--- config.mk ---
export PLATFORM = sky130hd
export DESIGN_NAME = overlay_fb_writer
export DESIGN_NICKNAME = d
export VERILOG_FILES = /design/src/rtl/ovl_pkg.sv /design/src/rtl/ovl_sync_fifo.sv /design/src/rtl/overlay_fb_writer.sv
export SDC_FILE = /design/constraint.sdc
export NUM_CORES = 1
export LEC_CHECK = 0
export CAP_MARGIN = 10
export CORE_ASPECT_RATIO = 0.75
export CORE_MARGIN = 2
export CORE_UTILIZATION = 55
export DETAILED_ROUTE_END_ITERATION = 10
export PLACE_DENSITY_LB_ADDON = 0.25
export SLEW_MARGIN = 0
export SYNTH_ARGS = -nofsm -noshare
export SYNTH_HDL_FRONTEND = slang
export SYNTH_SLANG_ARGS = --single-unit
--- constraint.sdc ---
create_clock -name clock -period 5.8 [get_ports clock]
set_input_delay 1.16 -clock clock [delete_from_list [all_inputs] [get_ports clock]]
set_output_delay 1.16 -clock clock [all_outputs]
set_load 0.005 [all_outputs]
--- src/rtl/ovl_pkg.sv ---
// Shared overlay-stream definitions: beat field positions, FSM states and the
// queued memory-write record. Also used by the overlay generator.
package ovl_pkg;

   localparam int OVL_BEAT_W    = 54;
   localparam int OVL_MASK_HI   = 53;
   localparam int OVL_MASK_LO   = 50;
   localparam int OVL_FRAME_BIT = 49;
   localparam int OVL_ADDR_HI   = 48;
   localparam int OVL_ADDR_LO   = 32;
   localparam int OVL_PIX_HI    = 31;
   localparam int OVL_PIX_LO    = 0;

   typedef enum logic [2:0] {
      OVL_IDLE,
      OVL_START,
      OVL_STREAM,
      OVL_DRAIN,
      OVL_ACK
   } ovl_wr_state_e;

   typedef struct packed {
      logic [31:0] waddr;
      logic [31:0] wdata;
      logic [3:0]  wmask;
   } ovl_wr_t;

   localparam int OVL_WR_W = $bits(ovl_wr_t);

   // Byte address of a word inside the selected double buffer; wraps at 32 bits.
   function automatic logic [31:0] ovl_byte_addr(input logic        frame,
                                                 input logic [31:0] fb0_base,
                                                 input logic [31:0] fb1_base,
                                                 input logic [31:0] word_addr);
      return (frame ? fb1_base : fb0_base) + (word_addr << 2);
   endfunction

endpackage

--- src/rtl/ovl_sync_fifo.sv ---
// Synchronous FIFO with a register-held head: a push shows at the output one cycle later.
// Backpressure via full; push with pop while full is allowed and keeps the count.
module ovl_sync_fifo #(
   parameter int WIDTH = 68,
   parameter int DEPTH = 4
) (
   input  logic             clock,
   input  logic             reset,
   input  logic             push,
   input  logic [WIDTH-1:0] push_dat,
   input  logic             pop,
   output logic [WIDTH-1:0] pop_dat,
   output logic             full,
   output logic             empty
);

   localparam int PW = $clog2(DEPTH);

   logic [WIDTH-1:0] mem [DEPTH];
   logic [PW-1:0]    wr_ptr;
   logic [PW-1:0]    rd_ptr;
   logic [PW:0]      count;
   logic             do_push;
   logic             do_pop;

   assign full    = (count == (PW+1)'(DEPTH));
   assign empty   = (count == '0);
   assign do_pop  = pop & ~empty;
   assign do_push = push & (~full | do_pop);
   assign pop_dat = mem[rd_ptr];

   always_ff @(posedge clock) begin
      if (reset) begin
         wr_ptr <= '0;
         rd_ptr <= '0;
         count  <= '0;
         for (int i = 0; i < DEPTH; i++) begin
            mem[i] <= '0;
         end
      end else begin
         if (do_push) begin
            mem[wr_ptr] <= push_dat;
            wr_ptr      <= wr_ptr + PW'(1);
         end
         if (do_pop) begin
            rd_ptr <= rd_ptr + PW'(1);
         end
         case ({do_push, do_pop})
            2'b10:   count <= count + (PW+1)'(1);
            2'b01:   count <= count - (PW+1)'(1);
            default: count <= count;
         endcase
      end
   end

endmodule

--- src/rtl/overlay_fb_writer.sv ---
// Requests an overlay frame, turns 54-bit beats into masked 32-bit frame-buffer writes, then flips disp_frame.
// Beat to mem_wvalid is one cycle minimum; din_ready drops when the write FIFO is full; mem_* hold until mem_wready.
module overlay_fb_writer
   import ovl_pkg::*;
#(
   parameter logic [31:0] FB0_BASE   = 32'h1000_0000,
   parameter logic [31:0] FB1_BASE   = 32'h1002_0000,
   parameter int          ADDR_W     = 17,
   parameter int          FIFO_DEPTH = 4
) (
   input  logic                  clock,
   input  logic                  reset,
   input  logic                  frame_req,
   output logic                  start,
   input  logic                  start_ack,
   input  logic                  done,
   output logic                  done_ack,
   input  logic [OVL_BEAT_W-1:0] din,
   input  logic                  din_valid,
   output logic                  din_ready,
   output logic [31:0]           mem_waddr,
   output logic [31:0]           mem_wdata,
   output logic [3:0]            mem_wmask,
   output logic                  mem_wvalid,
   input  logic                  mem_wready,
   output logic                  disp_frame,
   output logic                  busy,
   output logic                  err_frame
);

   ovl_wr_state_e     state;
   ovl_wr_state_e     state_nxt;
   logic              beat_window;
   logic              accept;
   logic              fifo_push;
   logic              fifo_pop;
   logic              fifo_full;
   logic              fifo_empty;
   logic [3:0]        beat_mask;
   logic              beat_frame;
   logic [ADDR_W-1:0] beat_addr;
   logic [31:0]       beat_pix;
   ovl_wr_t           wr_in;
   ovl_wr_t           wr_head;
   logic              frame_cur;
   logic              frame_seen;

   assign beat_mask  = din[OVL_MASK_HI:OVL_MASK_LO];
   assign beat_frame = din[OVL_FRAME_BIT];
   assign beat_addr  = din[OVL_ADDR_HI:OVL_ADDR_LO];
   assign beat_pix   = din[OVL_PIX_HI:OVL_PIX_LO];

   assign din_ready  = beat_window & ~fifo_full;
   assign accept     = din_valid & din_ready;
   // Empty-mask beats are consumed here and never reach the write queue.
   assign fifo_push  = accept & (beat_mask != 4'h0);
   assign mem_wvalid = ~fifo_empty;
   assign fifo_pop   = mem_wvalid & mem_wready;

   always_comb begin
      wr_in       = '0;
      wr_in.waddr = ovl_byte_addr(beat_frame, FB0_BASE, FB1_BASE, 32'(beat_addr));
      wr_in.wdata = beat_pix;
      wr_in.wmask = beat_mask;
   end

   ovl_sync_fifo #(
      .WIDTH (OVL_WR_W),
      .DEPTH (FIFO_DEPTH)
   ) u_wr_fifo (
      .clock    (clock),
      .reset    (reset),
      .push     (fifo_push),
      .push_dat (wr_in),
      .pop      (fifo_pop),
      .pop_dat  (wr_head),
      .full     (fifo_full),
      .empty    (fifo_empty)
   );

   assign mem_waddr = wr_head.waddr;
   assign mem_wdata = wr_head.wdata;
   assign mem_wmask = wr_head.wmask;

   always_ff @(posedge clock) begin
      if (reset) begin
         state <= OVL_IDLE;
      end else begin
         state <= state_nxt;
      end
   end

   always_comb begin
      state_nxt   = state;
      start       = 1'b0;
      done_ack    = 1'b0;
      beat_window = 1'b0;
      busy        = (state != OVL_IDLE);
      case (state)
         OVL_IDLE: begin
            if (frame_req) state_nxt = OVL_START;
         end
         OVL_START: begin
            // done seen here is a generator protocol error and is deliberately ignored.
            start = 1'b1;
            if (start_ack) state_nxt = OVL_STREAM;
         end
         OVL_STREAM: begin
            beat_window = 1'b1;
            if (done) state_nxt = OVL_DRAIN;
         end
         OVL_DRAIN: begin
            beat_window = 1'b1;
            if (fifo_empty && !din_valid) state_nxt = OVL_ACK;
         end
         OVL_ACK: begin
            done_ack = 1'b1;
            if (!done) state_nxt = OVL_IDLE;
         end
         default: state_nxt = OVL_IDLE;
      endcase
   end

   // The first beat of each frame fixes the frame bit; later disagreement is flagged but still written.
   always_ff @(posedge clock) begin
      if (reset) begin
         frame_cur  <= 1'b0;
         frame_seen <= 1'b0;
         err_frame  <= 1'b0;
         disp_frame <= 1'b0;
      end else begin
         if (state == OVL_START) begin
            frame_seen <= 1'b0;
         end else if (accept) begin
            if (!frame_seen) begin
               frame_cur  <= beat_frame;
               frame_seen <= 1'b1;
            end else if (beat_frame != frame_cur) begin
               err_frame <= 1'b1;
            end
         end
         if (state == OVL_ACK && !done) begin
            disp_frame <= frame_cur;
         end
      end
   end

endmodule

==> run_results.csv <==
group,metric,value,unit
setup_path,r2r_end,"u_wr_fifo.mem[3][45]$_DFFE_PP_",
route,drt_wl_total,22000,um
status,status,"complete, no violations",
timing,fin_hold_ws,0.4961,ns
cells_and_area,fillCellCount,1293,
setup_path,path_class,"reg2out",
grt,grt_max_degree,57,
clocking,cts-buffers-inserted,23,
synth,post_synth.cell_area_avg,14.73,sq um
timing,relSlewSlack,0.3254,
setup_path,r2r_setup_slack,2.70,ns
route,vias_per_cell,5.743,
clocking,root_buffer,"clkbuf_16",
timing,period_needed,4.098,ns
timing,fmax,244.0,MHz
route,drtAntennaViolNets,0,
synth,netlist-cell-type-count,45,
setup_path,critPathCaptureType,"output pin",
power,p_leak,4.170,nW
timing,rsz0062_at_grt,"no",
synth,synth-warning-count,0,
cells_and_area,design_area,12290,sq um
synth,synth_seq_cells,236,
synth,synthArstFlopShare,0,
clocking,postCtsSetupBuffers,0,
floorplanning,dieArea,20010,sq um
power,power_density,308.3,nW/um^2
route,wire_per_inst,20.50,um
clocking,clock_path_buffers,3,
floorplanning,die_w,162.7,um
floorplanning,die_h,123.0,um
synth,syn-cell-area,10390,sq um
clocking,worstSkewPairLatency,0.50,ns
synth,ys.flop_type,"edfxtp_1",
min_path,worstHoldPathType,"reg2reg",
grt,grt_pass1_vias,6112,
synth,synth.top_cell.area_share,0.6360,
clocking,cts_tree,"built",
setup_path,critPathRequiredTime,4.64,ns
power,ir_drop,0.2196,mV
placement,hpwl,12400,um
setup_path,rr_worst_depth,4,
route,vias,6162,
min_path,hold_depth,2,
timing,slew_violations,0,
floorplanning,coreArea,18510,sq um
synth,synth_largest_area_cell,"edfxtp_1",
power,total_power,0.003791,W
synth,synth_edf_count,220,
grt,overflow,0,
setup_path,critPathLaunchType,"flip-flop",
timing,finalCritPeriodShare,0.7065,
cells_and_area,fin_util,0.6643,
synth,netlist_instances,705,
grt,grt_pass1_wl,33270,um
clocking,clock-sinks,236,
placement,place_congestion,0.7749,
placement,port_buffers,122,
synth,synth_area_leaders,"edfxtp_1 (64%), mux4_2 (12%), nor2_1 (8.3%)",
setup_path,arrival,2.94,ns
clocking,ctsResizeCount,0,
cells_and_area,syn2layout_area_growth,18.36,%
timing,skew,0.007716,ns
setup_path,crit_end,"mem_wdata[14]",
route,dr.first_iter.drc_count,682,
route,post-route-drc-count,0,
clocking,htreeDepth,1,
cells_and_area,layout-drive-gt1-share,0.1261,
synth,seq_area_frac_synth,0.6668,
floorplanning,start_util,0.5612,
route,first_pass_iters,5,
grt,antenna_found_initial,1,
timing,finalSetupViolCount,0,
cells_and_area,nNetsFinal,875,
grt,grtUsageTotal,0.2192,
setup_path,path_max_fanout,34,
clocking,clkTransAtPathRegs,0.06,ns
placement,place_area,11590,sq um
floorplanning,rows,43,
timing,fin_setup_tns,0,ns
clocking,ctsHoldBuffers,0,
setup_path,r2r-start,"state[1]$_SDFFE_PP0P_",
timing,hold_violations,0,
timing,worstMarginPinSlew,1.009,ns
floorplanning,pin_count,136,
run,maxCapViolCount,0,
## kinds of logic (layout without fill, tap and decap cells)
| kind of cell | after synthesis | after routing | share of synthesized area |
|---|---|---|---|
| AOI/OAI and AO/OA | 16 | 16 | 0.01120 |
| xor gates and xnor gates | 5 | 5 | 0.004216 |
| adders and majority gates | 4 | 4 | 0.005541 |
| buffers and inverters | 66 | 174 | 0.04589 |
| DFF | 236 | 236 | 0.6668 |
| muxes | 58 | 58 | 0.1223 |
| other | 1 | 14 | 0.0003610 |
| and+or+nand+nor | 319 | 319 | 0.1437 |
## sequential cells by signal, indices dropped and copies added (netlist names), named ones only
| register | count |
|---|---|
| disp_frame | 1 |
| err_frame | 1 |
| frame_cur | 1 |
| frame_seen | 1 |
| state | 3 |
| u_wr_fifo.count | 3 |
| u_wr_fifo.mem | 220 |
| u_wr_fifo.rd_ptr | 2 |
| u_wr_fifo.wr_ptr | 2 |
## routing by layer
metal	vias to the layer above	wire [um]	GRT usage
li1	2741	-	-
met2	303	10670	0.3647
met3	32	1869	0.03220
met4	0	458	0.05697
met1	3086	8996	0.3106
met5	-	0	0
## report_power, final
group	internal [W]	leakage (nW)	switching, W
Clock	0.000818	0.341	0.000592
Sequential	0.00193	2.41	0.0000467
Combinational	0.000223	1.42	0.000177
Total	0.00298	4.17	0.000816
## cell usage in the layout (no fill, tap or decap), drive strengths merged, types with 3 or more instances in the layout
cell / n
a21oi: 5
buf: 9
clkbuf: 31
clkdlybuf4s50: 121
clkinv: 7
conb: 13
dfxtp: 16
edfxtp: 220
ha: 3
inv: 4
mux4: 55
nand2: 3
nand2b: 58
nand4: 3
nor2: 229
nor3b: 3
nor4: 6
nor4b: 3
or3: 3
xor2: 4
## synthesized netlist by cell type (all sizes together) (4+ instances only)
master,count
nor4,6
a21oi,5
clkbuf,16
buf,46
mux4,55
dfxtp,16
edfxtp,220
inv,4
nand2b,58
nor2,229
xor2,4
## through the flow
stage | cells | worst slack (ns)
after CTS | 1072 | 1.624
after global routing | 1073 | 1.528
final | 1073 | 1.702
after floorplan | 717 | 1.066
after detailed placement | 1032 | 1.494
after global placement | 1032 | 1.588
## final cells by class
cell class                      count  area [sq um]  share of cell area
Sequential cell                   236          6932              0.5638
Multi-Input combinational cell    415          3063              0.2491
Tap cell                          247         309.0             0.02514
Clock buffer                       31         605.6             0.04926
Timing Repair Buffer              130          1276              0.1038
Clock inverter                      9         91.34            0.007429
Inverter                            4         15.01            0.001221
Antenna cell                        1         2.502           0.0002035
## critical path, stage by stage (launching register included)
cell	delay (ns)
dfxtp_4	0.80
buf_4	0.53
mux4_2	0.62
clkdlybuf4s50_1	0.47
## worst min-delay path by stage
stage,start,end,slack [ns]
3_5_place_dp,err_frame$_SDFFE_PP0P_,err_frame$_SDFFE_PP0P_,0.48
2_1_floorplan,err_frame$_SDFFE_PP0P_,err_frame$_SDFFE_PP0P_,0.46
3_3_place_gp,err_frame$_SDFFE_PP0P_,err_frame$_SDFFE_PP0P_,0.47
5_1_grt,err_frame$_SDFFE_PP0P_,err_frame$_SDFFE_PP0P_,0.53
6_report,disp_frame$_SDFFE_PP0P_,disp_frame$_SDFFE_PP0P_,0.50
4_1_cts,err_frame$_SDFFE_PP0P_,err_frame$_SDFFE_PP0P_,0.50
Power figures use the tool's default switching activity.
